<file path="src/rtl/cmd_pkg.sv">
// Shared definitions for the UART register-access protocol
// (command master and command interpreter).
package cmd_pkg;

    localparam int ADDR_W     = 7;
    localparam int DATA_W     = 8;
    localparam int CMD_WR_BIT = 7;

    localparam logic [DATA_W-1:0] ERR_BYTE_DFLT = 8'hFF;

    typedef enum logic [2:0] {
        IDLE,
        SEND_CMD,
        SEND_DATA,
        WAIT_RX,
        DONE
    } state_t;

    function automatic logic [DATA_W-1:0] cmd_byte(
        input logic              wr,
        input logic [ADDR_W-1:0] addr
    );
        logic [DATA_W-1:0] b;
        b             = {1'b0, addr};
        b[CMD_WR_BIT] = wr;
        return b;
    endfunction

endpackage

</file>
<file path="src/rtl/cmd_timeout.sv">
// Clearable saturating cycle counter; flags the cycle in which the
// count reaches TIMEOUT_CYCLES-1.
module cmd_timeout #(
    parameter int TIMEOUT_CYCLES = 100000
) (
    input  logic i_clk,
    input  logic i_rst,
    input  logic i_clr,
    input  logic i_en,
    output logic o_expire
);

    localparam int CW = $clog2(TIMEOUT_CYCLES);

    localparam logic [CW-1:0] LAST   = CW'(TIMEOUT_CYCLES - 1);
    localparam logic [CW-1:0] EXP_AT = CW'(TIMEOUT_CYCLES - 2);

    logic [CW-1:0] r_count;

    always_ff @(posedge i_clk) begin
        if (i_rst || i_clr) begin
            r_count <= '0;
        end else if (i_en && (r_count != LAST)) begin
            r_count <= r_count + 1'b1;
        end
    end

    // Raised in the cycle whose edge takes the count to LAST.
    assign o_expire = i_en && (r_count >= EXP_AT);

endmodule

</file>
<file path="src/rtl/cmd_master.sv">
// Initiator side of the single-byte UART register protocol: serialises
// read/write requests to bytes and returns the read-response byte.
module cmd_master
    import cmd_pkg::*;
#(
    parameter int                TIMEOUT_CYCLES = 100000,
    parameter logic [DATA_W-1:0] ERR_BYTE       = ERR_BYTE_DFLT
) (
    input  logic              i_clk,
    input  logic              i_rst,
    input  logic              i_req_valid,
    output logic              o_req_ready,
    input  logic              i_req_wr,
    input  logic [ADDR_W-1:0] i_req_addr,
    input  logic [DATA_W-1:0] i_req_wdata,
    output logic              o_rsp_valid,
    output logic [DATA_W-1:0] o_rsp_rdata,
    output logic              o_rsp_err,
    output logic              o_tx_valid,
    output logic [DATA_W-1:0] o_tx_data,
    input  logic              i_tx_ready,
    input  logic              i_rx_valid,
    input  logic [DATA_W-1:0] i_rx_data,
    output logic              o_rx_stray,
    output logic              o_busy
);

    state_t            r_state;
    state_t            w_state_nxt;
    logic              r_wr;
    logic [DATA_W-1:0] r_wdata;
    logic              r_tx_valid;
    logic [DATA_W-1:0] r_tx_data;
    logic              r_rsp_valid;
    logic [DATA_W-1:0] r_rsp_rdata;
    logic              r_rsp_err;
    logic              r_rx_stray;

    logic              w_latch;
    logic              w_tx_valid;
    logic [DATA_W-1:0] w_tx_data;
    logic              w_rsp_valid;
    logic [DATA_W-1:0] w_rsp_rdata;
    logic              w_rsp_err;
    logic              w_cnt_clr;
    logic              w_cnt_en;
    logic              w_expire;

    cmd_timeout #(
        .TIMEOUT_CYCLES(TIMEOUT_CYCLES)
    ) u_timeout (
        .i_clk    (i_clk),
        .i_rst    (i_rst),
        .i_clr    (w_cnt_clr),
        .i_en     (w_cnt_en),
        .o_expire (w_expire)
    );

    always_comb begin
        w_state_nxt = r_state;
        w_latch     = 1'b0;
        w_tx_valid  = r_tx_valid;
        w_tx_data   = r_tx_data;
        w_rsp_valid = 1'b0;
        w_rsp_rdata = r_rsp_rdata;
        w_rsp_err   = r_rsp_err;
        w_cnt_clr   = 1'b0;
        w_cnt_en    = 1'b0;
        unique case (r_state)
            IDLE: begin
                if (i_req_valid) begin
                    w_latch     = 1'b1;
                    w_tx_valid  = 1'b1;
                    w_tx_data   = cmd_byte(i_req_wr, i_req_addr);
                    w_state_nxt = SEND_CMD;
                end
            end
            SEND_CMD: begin
                if (i_tx_ready) begin
                    if (r_wr) begin
                        w_tx_data   = r_wdata;
                        w_state_nxt = SEND_DATA;
                    end else begin
                        w_tx_valid  = 1'b0;
                        w_cnt_clr   = 1'b1;
                        w_state_nxt = WAIT_RX;
                    end
                end
            end
            SEND_DATA: begin
                if (i_tx_ready) begin
                    w_tx_valid  = 1'b0;
                    w_rsp_valid = 1'b1;
                    w_rsp_rdata = '0;
                    w_rsp_err   = 1'b0;
                    w_state_nxt = DONE;
                end
            end
            WAIT_RX: begin
                w_cnt_en = 1'b1;
                // A byte landing in the expiry cycle still wins.
                if (i_rx_valid) begin
                    w_rsp_valid = 1'b1;
                    w_rsp_rdata = i_rx_data;
                    w_rsp_err   = 1'b0;
                    w_state_nxt = DONE;
                end else if (w_expire) begin
                    w_rsp_valid = 1'b1;
                    w_rsp_rdata = ERR_BYTE;
                    w_rsp_err   = 1'b1;
                    w_state_nxt = DONE;
                end
            end
            DONE: begin
                w_state_nxt = IDLE;
            end
            default: begin
                w_state_nxt = IDLE;
            end
        endcase
    end

    always_ff @(posedge i_clk) begin
        if (i_rst) begin
            r_state     <= IDLE;
            r_wr        <= 1'b0;
            r_wdata     <= '0;
            r_tx_valid  <= 1'b0;
            r_tx_data   <= '0;
            r_rsp_valid <= 1'b0;
            r_rsp_rdata <= '0;
            r_rsp_err   <= 1'b0;
            r_rx_stray  <= 1'b0;
        end else begin
            r_state     <= w_state_nxt;
            r_tx_valid  <= w_tx_valid;
            r_tx_data   <= w_tx_data;
            r_rsp_valid <= w_rsp_valid;
            r_rsp_rdata <= w_rsp_rdata;
            r_rsp_err   <= w_rsp_err;
            r_rx_stray  <= i_rx_valid && (r_state != WAIT_RX);
            if (w_latch) begin
                r_wr    <= i_req_wr;
                r_wdata <= i_req_wdata;
            end
        end
    end

    assign o_req_ready = (r_state == IDLE);
    assign o_busy      = (r_state != IDLE);
    assign o_tx_valid  = r_tx_valid;
    assign o_tx_data   = r_tx_data;
    assign o_rsp_valid = r_rsp_valid;
    assign o_rsp_rdata = r_rsp_rdata;
    assign o_rsp_err   = r_rsp_err;
    assign o_rx_stray  = r_rx_stray;

endmodule
</file>
<file path="config.mk">
export PLATFORM = sky130hd
export DESIGN_NAME = cmd_master
export DESIGN_NICKNAME = d
export VERILOG_FILES = /design/src/rtl/cmd_pkg.sv /design/src/rtl/cmd_timeout.sv /design/src/rtl/cmd_master.sv
export SDC_FILE = /design/constraint.sdc
export NUM_CORES = 1
export LEC_CHECK = 0
export ABC_AREA = 1
export BUFFER_PORTS_ARGS = -buffer_cell sky130_fd_sc_hd__buf_4
export CAP_MARGIN = 40
export CORE_ASPECT_RATIO = 1.75
export CORE_MARGIN = 1
export CORE_UTILIZATION = 30
export CTS_CLUSTER_SIZE = 24
export DETAILED_ROUTE_END_ITERATION = 12
export RECOVER_POWER = 50
export SLEW_MARGIN = 20
export SYNTH_ARGS = -nofsm -noshare
export SYNTH_HDL_FRONTEND = slang
export SYNTH_SLANG_ARGS = --single-unit
</file>
<file path="constraint.sdc">
create_clock -name i_clk -period 2.7 [get_ports i_clk]
set_clock_uncertainty 0.05 [all_clocks]
set_input_delay 0.405 -clock i_clk [delete_from_list [all_inputs] [get_ports i_clk]]
set_output_delay 0.405 -clock i_clk [all_outputs]
set_load 0.03 [all_outputs]
</file>
==> impl_metrics.prom <==
# TYPE chip_impl_metric gauge
chip_impl_metric{name="row_count",unit=""} 43
chip_impl_metric{name="cts.htree.levels",unit=""} 2
chip_impl_metric{name="fmax",unit="MHz"} 556.2
chip_impl_metric{name="drtAntennaViolNets",unit=""} 0
chip_impl_metric{name="dpl_worst_slack",unit="ns"} 0.9040
chip_impl_metric{name="antenna_violations_before_repair",unit=""} 0
chip_impl_metric{name="critical_path_arrival",unit="ns"} 1.97
chip_impl_metric{name="layout-drive-gt1-share",unit="%"} 15.50
chip_impl_metric{name="stdcell_count",unit=""} 503
chip_impl_info{name="largest_family_of_logic_cells_by_synthesized_area",value="simple AND/OR/NAND/NOR gates"} 1
chip_impl_metric{name="max_stage_delay",unit="ns"} 0.45
chip_impl_metric{name="synth-edff-count",unit=""} 0
chip_impl_metric{name="net_count_reported_at_finish",unit=""} 443
chip_impl_info{name="reg2reg_from",value="u_timeout.r_count[1]"} 1
chip_impl_metric{name="dieArea",unit="um2"} 8742
chip_impl_metric{name="pwr_density_cell",unit="nW/um2"} 981.7
chip_impl_metric{name="portBuffers",unit=""} 50
chip_impl_info{name="yosys.cell_count.top_type",value="nand2_1"} 1
chip_impl_metric{name="globalRoute.totalOverflow",unit=""} 0
chip_impl_metric{name="final_design_area_no_fill",unit="um2"} 3032
chip_impl_metric{name="routed_length_per_instance",unit="um"} 11.89
chip_impl_metric{name="async_reset_ff_share",unit="%"} 0
chip_impl_metric{name="core",unit="um2"} 8016
chip_impl_info{name="critical_path.startpoint",value="u_timeout.r_count[1]"} 1
chip_impl_info{name="setup_repair_after_global_routing_missed_its_margin",value="no"} 1
chip_impl_info{name="yosys-top-cells-area",value="dfxtp_1, nand2_1, inv_1, o21ai_0, nor2_1"} 1
chip_impl_info{name="min-delay-start",value="i_rx_valid"} 1
chip_impl_metric{name="drt_pass1_iterations",unit=""} 4
chip_impl_metric{name="syn_inst",unit=""} 363
chip_impl_metric{name="max-slew-margin-rel",unit="%"} 54.20
chip_impl_metric{name="yosys.area_share.adder",unit="%"} 0.9980
chip_impl_metric{name="dp_hpwl",unit="um"} 4537
chip_impl_metric{name="route.detailed.drc",unit=""} 0
chip_impl_info{name="startpoint_type",value="register"} 1
chip_impl_metric{name="yosys-mux-area-fraction",unit="%"} 0
chip_impl_metric{name="cts_hold_buffers",unit=""} 0
chip_impl_metric{name="clock_tree.buffer_depth",unit=""} 2
chip_impl_metric{name="number_of_i_o_pins",unit=""} 51
chip_impl_metric{name="slew_violations",unit=""} 0
chip_impl_metric{name="syn_area",unit="um2"} 2507
chip_impl_metric{name="report.final.hold_viol_count",unit=""} 0
chip_impl_metric{name="postRouteWirelength",unit="um"} 5982
chip_impl_metric{name="vias_per_cell",unit=""} 4.718
chip_impl_metric{name="crit_path_max_fanout",unit=""} 11
chip_impl_metric{name="path_clk_slew",unit="ns"} 0.07
chip_impl_metric{name="finalSetupTns",unit="ns"} 0
chip_impl_metric{name="synth-xor-area-share",unit="%"} 2.096
chip_impl_info{name="synth_top_cells_by_count",value="nand2_1, dfxtp_1, inv_1"} 1
chip_impl_metric{name="fin_ws",unit="ns"} 0.9020
chip_impl_metric{name="required",unit="ns"} 2.87
chip_impl_metric{name="resized_cells_post_cts",unit=""} 0
chip_impl_metric{name="dpl-instance-area",unit="um2"} 2940
chip_impl_metric{name="grt_max_degree",unit=""} 29
chip_impl_metric{name="initial_core_util",unit="%"} 31.28
chip_impl_metric{name="syn_nets",unit=""} 394
chip_impl_info{name="worstPathCellList",value="ha_1 > nand4_1 > nor2_1 > nand2_1 > nand4_1 > nand3_1 > a21oi_1"} 1
chip_impl_metric{name="die_x",unit="um"} 71.11
chip_impl_metric{name="first_global_vias",unit=""} 2162
chip_impl_metric{name="drt-initial-drc-count",unit=""} 125
chip_impl_metric{name="compound_gate_portion_of_the_synthesized_area",unit="%"} 15.87
chip_impl_metric{name="final.min_clock_period",unit="ns"} 1.798
chip_impl_metric{name="synth.ff_latch_count",unit=""} 49
chip_impl_info{name="post-synth-top-area-cell",value="dfxtp_1"} 1
chip_impl_metric{name="postCtsSetupBuffers",unit=""} 0
chip_impl_metric{name="maximum_vdd_drop",unit="V"} 0.0005597
chip_impl_info{name="crit_slowest_cell",value="nand3_1"} 1
chip_impl_metric{name="synth-seq-area-share",unit="%"} 39.12
chip_impl_metric{name="vias",unit=""} 2373
chip_impl_metric{name="timing_worst_slew_pin_value",unit="ns"} 0.6828
chip_impl_info{name="path_common_cell",value="nand4_1"} 1
chip_impl_metric{name="die_height",unit="um"} 122.9
chip_impl_metric{name="grtUsageTotal",unit="%"} 14.45
chip_impl_metric{name="antenna_cells_inserted",unit=""} 0
chip_impl_metric{name="area_share_of_the_leading_cell_type_in_the_synthesized_netlist",unit="%"} 39.12
chip_impl_metric{name="layout.core_utilization",unit="%"} 37.82
chip_impl_metric{name="synthesis.area_per_instance",unit="um2"} 6.907
chip_impl_metric{name="r2r.worst_path.cells",unit=""} 7
chip_impl_info{name="end_kind",value="register"} 1
chip_impl_metric{name="unique_cell_type_count_in_the_yosys_netlist",unit=""} 32
chip_impl_metric{name="source_to_sink_clock_delay_at_the_later_pin_of_the_worst_skew_pair",unit="ns"} 0.29
chip_impl_metric{name="grt_pass1_wl",unit="um"} 9694
chip_impl_info{name="outcome",value="complete, no violations"} 1
chip_impl_metric{name="dp_cells",unit=""} 495
chip_impl_info{name="synth_ff_type",value="dfxtp_1"} 1
chip_impl_metric{name="area_growth_syn_to_layout",unit="%"} 20.91
chip_impl_info{name="criticalPathCategory",value="reg -> reg"} 1
chip_impl_metric{name="gp_congestion",unit=""} 0.8911
chip_impl_metric{name="synthesis.yosys.warnings",unit=""} 0
chip_impl_info{name="clock_tree_from_tritoncts",value="yes"} 1
chip_impl_info{name="hold_path.class",value="in -> reg"} 1
chip_impl_metric{name="report.final.setup_viol",unit=""} 0
chip_impl_metric{name="holdPathStages",unit=""} 3
chip_impl_metric{name="fin_crit_sh",unit="%"} 66.59
chip_impl_metric{name="cts_sinks",unit=""} 49
chip_impl_metric{name="cts_buffers",unit=""} 5
chip_impl_metric{name="post_synth_and_or_nand_nor_area_fraction",unit="%"} 31.49
chip_impl_info{name="root_driver",value="clkbuf_16"} 1
chip_impl_metric{name="leakagePower",unit="nW"} 1.223
chip_impl_metric{name="drv_cap",unit=""} 0
-- path summary, 6_finish.rpt --
path | slack (ns) | endpoint
worst max register to register | 0.90 | o_rsp_err
worst min-delay path | 0.32 | o_rx_stray
worst max-delay path | 0.90 | o_rsp_err
worst min register to register | 0.40 | r_wdata[0]
-- power breakdown --
group / internal (mW) / total (mW) / switching [mW]
Clock: 0.462 / 0.736 / 0.274
Sequential: 0.905 / 1.01 / 0.108
Combinational: 0.358 / 1.23 / 0.868
Total: 1.73 / 2.98 / 1.25
-- logic make-up after synthesis --
family | after synthesis
DFF | 49
xor gates and xnor gates | 6
adders and majority gates | 2
buffers and inverters | 61
AOI/OAI and AO/OA | 68
and+or+nand+nor | 177
-- registers in the layout, summed over array words and instances (netlist names) --
| register | flops |
|---|---|
| o_rsp_err | 1 |
| o_rsp_rdata | 8 |
| o_rsp_valid | 1 |
| o_rx_stray | 1 |
| o_tx_data | 8 |
| o_tx_valid | 1 |
| r_state | 3 |
| r_wdata | 8 |
| r_wr | 1 |
| u_timeout.r_count | 17 |
-- critical path, delay by kind of cell (launching register included) --
family                   cells  cell delay (ns)
AO/OA/AOI/OAI                1             0.26
AND/OR/NAND/NOR              5             0.84
adder cells (fa/ha/maj)      1             0.17
flip-flops                   1             0.41
-- stage by stage --
step / power (mW) / hold WS, ns
5_1_grt: 3.191 / 0.3143
3_5_place_dp: 2.380 / 0.3865
3_3_place_gp: 2.365 / 0.3865
4_1_cts: 3.118 / 0.2764
2_1_floorplan: 2.005 / 0.3750
6_report: 2.976 / 0.3176
-- cell usage in the layout (no fill, tap or decap), types with 11 or more instances in the layout --
master and n:
nand2_1 90, dfxtp_1 49, inv_1 44, nor2_1 37, o21ai_0 31, buf_4 28
a21oi_1 24, nand3_1 22, clkbuf_1 22, nor3_1 11
-- metal layers --
layer	wire, um	up-vias	share of wire (%)	global-route usage (%)
li1	-	1252	-	-
met1	2274	1069	38	14.13
met2	3375	41	56	28.13
met3	172	11	2.9	2.689
met4	159	0	2.7	7.750
met5	0	-	0	0
-- area by class of cell --
type	instances	area, um2
clock buffers	6	138.9
flip-flops and latches	49	980.9
fillers	883	4985
inverters	53	206.4
well taps	90	112.6
clock inverters	2	37.54
repair buffers	50	292.8
multi-input cells	253	1262
(Power assumes the default switching activity.)
